File: config.mk
export PLATFORM = sky130hd
export DESIGN_NAME = fetch_unit
export DESIGN_NICKNAME = d
export VERILOG_FILES = /design/src/rtl/fetch_unit.sv
export SDC_FILE = /design/constraint.sdc
export NUM_CORES = 1
export LEC_CHECK = 0
export CORE_UTILIZATION = 49
export DETAILED_ROUTE_END_ITERATION = 6
export MAX_ROUTING_LAYER = met4
export PLACE_DENSITY = 0.85
export SETUP_SLACK_MARGIN = 0.05
export SYNTH_ARGS = -nofsm -noshare
export SYNTH_HDL_FRONTEND = slang
export SYNTH_SLANG_ARGS = --single-unit
File: constraint.sdc
create_clock -name clk -period 4.9 [get_ports clk]
set_input_delay 0.735 -clock clk [delete_from_list [all_inputs] [get_ports clk]]
set_output_delay 0.735 -clock clk [all_outputs]
set_load 0.05 [all_outputs]
File: src/rtl/fetch_unit.sv
// Instruction-fetch stage: owns the PC, addresses instruction memory and
// registers the returned word with its PC for decode.
module fetch_unit #(
    parameter logic [31:0] RESET_PC     = 32'h0000_0000,
    parameter bit          WORD_ADS     = 1'b1,
    parameter bit          HALT_ON_ZERO = 1'b1
) (
    input  logic        clk,
    input  logic        reset,
    output logic [31:0] imem_ads,
    input  logic [31:0] imem_dout,
    input  logic        redirect,
    input  logic [31:0] redirect_pc,
    output logic        ir_valid,
    input  logic        ir_ready,
    output logic [31:0] ir,
    output logic [31:0] ir_pc,
    output logic [31:0] ir_pc4,
    output logic        halted,
    output logic        misalign,
    output logic [31:0] fetch_count,
    output logic [1:0]  state_dbg
);

    typedef enum logic [1:0] {
        IDLE = 2'd0,
        RUN  = 2'd1,
        HALT = 2'd2
    } state_t;

    state_t      state;
    logic [31:0] pc;
    logic        acc;
    logic        halt_word;

    // Handshake: ir/ir_pc transfer to decode on any edge where ir_valid && ir_ready.
    // ir_valid never drops without a transfer except on a redirect squash or reset,
    // and the register may be refilled on the same edge it is consumed.
    assign acc       = !ir_valid || ir_ready;
    assign halt_word = HALT_ON_ZERO && (imem_dout == 32'h0000_0000);

    assign imem_ads  = WORD_ADS ? {2'b00, pc[31:2]} : pc;
    assign ir_pc4    = ir_pc + 32'd4;
    assign state_dbg = state;

    always_ff @(posedge clk) begin
        if (reset) begin
            state       <= IDLE;
            pc          <= RESET_PC;
            ir          <= 32'h0000_0000;
            ir_pc       <= 32'h0000_0000;
            ir_valid    <= 1'b0;
            halted      <= 1'b0;
            misalign    <= 1'b0;
            fetch_count <= 32'h0000_0000;
        end else begin
            misalign <= 1'b0;
            if (redirect) begin
                // Redirect wins over stall and halt; the in-flight ir is wrong-path.
                pc       <= {redirect_pc[31:2], 2'b00};
                ir_valid <= 1'b0;
                misalign <= |redirect_pc[1:0];
                halted   <= 1'b0;
                state    <= RUN;
            end else begin
                case (state)
                    IDLE: state <= RUN;
                    RUN: begin
                        if (acc) begin
                            if (halt_word) begin
                                state  <= HALT;
                                halted <= 1'b1;
                                if (ir_ready) ir_valid <= 1'b0;
                            end else begin
                                ir          <= imem_dout;
                                ir_pc       <= pc;
                                ir_valid    <= 1'b1;
                                pc          <= pc + 32'd4;
                                fetch_count <= fetch_count + 32'd1;
                            end
                        end
                    end
                    HALT: begin
                        if (ir_ready) ir_valid <= 1'b0;
                    end
                    default: state <= IDLE;
                endcase
            end
        end
    end

endmodule

[Word level (Yosys, flattened, before mapping)]
Index checks and enable logic that the tools add are counted.
Word-level totals
  input bits: 68
  word-level logic and storage cells: 53
  bits in registers: 133
  output and inout bits: 165
Operators by class
  bitwise logic cells: 3
  eq/ne operators: 8
  add/sub/neg operators: 3
  mux-type cells: 12
  reduce and logical (&&, ||, !) cells: 17
Operators by type and width (count)
  $mux 32: 4
  $add 32x3->32 const B: 2
  $add 32x1->32 const B: 1
  $logic_not 32->1: 1
  $reduce_and 3->1: 5
  $ne 2x2->1 const B: 4
  $ne 3x3->1 const B: 2
  $pmux 2 s3: 1
  $reduce_bool 2->1: 3
  $reduce_or 2->1: 3
  $mux 1: 4
  $mux 2: 2
  $reduce_and 4->1: 1
  $not 1->1: 3
  $eq 2x1->1 const B: 1
  $eq 2x2->1 const B: 1
  $logic_not 2->1: 1
  $pmux 1 s2: 1
  $reduce_and 2->1: 1
  $logic_not 1->1: 1
  $logic_or 1x1->1: 1

[Logic depth before layout (Yosys ltp)]
Gate-level depths: netlist of run 1.
  word-level depth: 5
  mapped depth: 8
  depth with buffers taken out: 6

[Least setup slack after synthesis of run 1]
OpenSTA, ideal clock, no wires.
  path kind: flip-flop to output port
  start: register ir_pc[2]
  end: output port ir_pc4[26]
  slack: 1.375 ns
  data required time: 4.165 ns
  buffers on the path: 0
  data arrival time: 2.790 ns
  stages on the path, launching flop included: 7
  cell sequence: dfxtp_1 ha_1 and4_1 nor3b_1 and3_1 and4_1 xor2_1
Between the ends
  word-level cells in the longest chain between the ends: 1
RTL lines
  from (decl): line 17  | output logic [31:0] ir_pc,
  from (signal assigned): line 76  | ir_pc <= pc;
  $add 32x3->32: line 43  | assign ir_pc4 = ir_pc + 32'd4;
  to (decl): line 18  | output logic [31:0] ir_pc4,
No other way between the ends.

[Worst setup path in the final report of run 1]
Ends and elaborated chain as after synthesis.

==> metrics.md, run 1 <==
| Metric | Value |
|---|---|
| H-Tree Depth | `4` |
| CTS tree | `yes` |
| Largest net degree at the start of global routing | `90` |
| FP Rows | `41` |
| #FFs+latches synth | `129` |
| Final HPWL DP | `13500 um` |
| Asr flop ratio synth | `0` |
| Clock Skew | `0.00682 ns` |
| Fmax | `between 0.2 and 0.25 GHz` |
| DRC | `0` |
| Number of buffers created by CTS | `17` |
| Vias | `6806` |
| Max Transition Viols Final | `0` |
| Worst rel slew slack | `0.351` |
| CTS Hold Bufs | `0` |
| Commonest non-fill, non-tap cells in the layout | `225 x clkdlybuf4s50_1, 164 x nand2_1, 129 x dfxtp_1, 102 x a21oi_1, 38 x nor2_1` |
| Total die area | `around 0.014 mm^2` |
| Max-cap violations | `0` |
| Setup Buffers After CTS | `0` |
| CP required | `4.16 ns` |
| Area grow syn2layout | `43.5%` |
| Synth Instances | `808` |
| WL final | `a little under 20000 um` |
| Final Hold Fails | `0` |
| CTS sink count | `129` |
| Setup crit end kind | `output port` |
| Period utilisation layout | `0.863` |
| Clk_lat worst skew | `0.41 ns` |
| Crit path time final | `4.23 ns` |
| I/O Pins | `233` |
| Routability cong. | `approximately 0.86` |
| All-Layer GR Usage | `0.280` |
| CP Launch Type | `register` |
| CORE AREA | `0.0128 mm^2` |
| Chip width | `around 120 um` |
| Post-synth EDFFs | `0` |
| Setup_tns | `0 ns` |
| Die Y | `118 um` |
| Leakage Power | `between 3 and 4 nW` |
| Antenna violations before repair | `0` |
| CP arrival | `approximately 3.5 ns` |
| Port bufs | `about 230` |
| Drt first pass iters | `7` |
| Most common cell after layout, fill and taps aside | `clkdlybuf4s50_1` |
| Vias/cell | `5.69` |
| Synth warn | `0` |
| Worst-Margin Slew | `0.970 ns` |
| Post_cts resized | `0` |
| Mapped cell area | `0.00656 mm^2` |
| Worst-path clk slew | `0.05 ns` |
| Seq/Total Area, Yosys | `0.394` |
| First-pass GRT wire length | `30400 um` |
| Netlist cell types | `between 60 and 70` |
| Status | `complete, no violations` |
| Peak supply drop | `243 uV` |
| Iteration-0 DRC Markers | `about 510` |
| Post-layout power | `~2.8 mW` |
| Setup CP Type | `register to output port` |
| Vias in the first global route | `5993` |
| CTS root buf | `clkbuf_16` |
| Total grt overflow | `0` |
| Setup Viol. Count Final | `0` |
| Main synth FF type | `dfxtp_1` |
| Clock Tree Buf Depth | `2` |
| Hold crit path type | `register to register` |
| Starting Density | `0.511` |
| Avg WL per Cell | `between 15 and 20 um` |
| CP max FO | `6` |
| Layout cells sized above 1 | `0.0674` |
| Final #Nets | `approximately 1100` |
| Routed Antenna Nets | `0` |
| RSZ-0062 raised after global routing | `false` |
| N_diodes | `0` |
| Synthesized area per cell | `slightly above 8 um^2` |
| PD cells | `301 mW/mm^2` |
-- through the flow --
stage | std cells | utilization | instance area, um^2 | hold WS, ns | worst slack, ns
4_1_cts | 1196 | 0.734 | 9410 | 0.453 | 0.651
3_5_place_dp | 1165 | 0.689 | 8840 | 0.446 | 1.10
6_report | 1196 | 0.734 | 9410 | 0.452 | 0.673
5_1_grt | 1196 | 0.734 | 9410 | 0.465 | 0.476
2_1_floorplan | 813 | - | 6580 | 0.671 | 1.37
3_3_place_gp | 1165 | 0.689 | 8840 | 0.441 | 1.19
-- layer usage --
layer  track usage  wire length (um)
met2         0.447              9130
met4         0.111               472
met1         0.338              8200
met3        0.0669              1430
met5             -                 0
-- worst paths after layout --
path	start	end	slack [ns]	depth (start not counted)
max	ir_pc[2]	ir_pc4[26]	0.67	7
min	ir[26]	ir[26]	0.45	2
max reg2reg	state_dbg[0]	fetch_count[2]	2.15	6
min reg2reg	ir[26]	ir[26]	0.45	2
-- registers in the layout, indices dropped and copies added, names as in the netlist --
register and count:
ir 32, fetch_count 32, pc 30, ir_pc 30
misalign 1, ir_valid 1, state_dbg 2, halted 1
-- synth_stat cells (all sizes together), types with 16 or more instances --
cell      n  area (um^2)
dfxtp   129         2580
or3      18          113
a21oi   103          519
nand2   165          622
nand4    25          175
xnor2    31          272
buf      26          178
o21ai    25          125
nor4     16          169
nand3    25          130
clkbuf   25          104
nor2     39          149
-- worst max-delay path, cell delays in order, from the launching register on --
cell and delay (ns):
dfxtp_1 0.40, ha_1 0.23, and4_1 0.29, nor3b_1 0.66
and3_1 0.33, and4_1 0.22, xor2_1 0.14, clkdlybuf4s50_1 0.81
-- cell type report --
type                            instances  area (um^2)
Clock buffer                           26          519
Clock inverter                          5         50.0
Fill cell                             983         3410
Inverter                               14         52.6
Multi-Input combinational cell        619         3680
Sequential cell                       129         2580
Tap cell                              172          215
Timing Repair Buffer                  231         2310
-- cell families (layout without fill, tap and decap cells) --
logic type | count (synthesis) | in the layout | share of synthesized area
flops | 129 | 129 | 0.394
other cells | 1 | 6 | 0.000572
simple gates | 369 | 369 | 0.299
buf+inv | 65 | 276 | 0.0509
mux | 3 | 3 | 0.00458
compound gates | 197 | 197 | 0.191
xor+xnor | 41 | 41 | 0.0548
fa+ha+maj | 3 | 3 | 0.00572
-- report_power, final --
group	switching (mW)	internal (mW)	leakage, nW
registers	0.0550	1.09	1.05
clock network	0.435	0.772	0.286
logic	0.307	0.173	1.81
No activity file was read; power rests on OpenSTA's default activity.
==> run 2, diff against run 1 <==
Settings changed: CTS_CLUSTER_DIAMETER set to 40.
==> results of run 2 <==
Same layout as run 1: the final DEF is identical, and so are final timing and power.
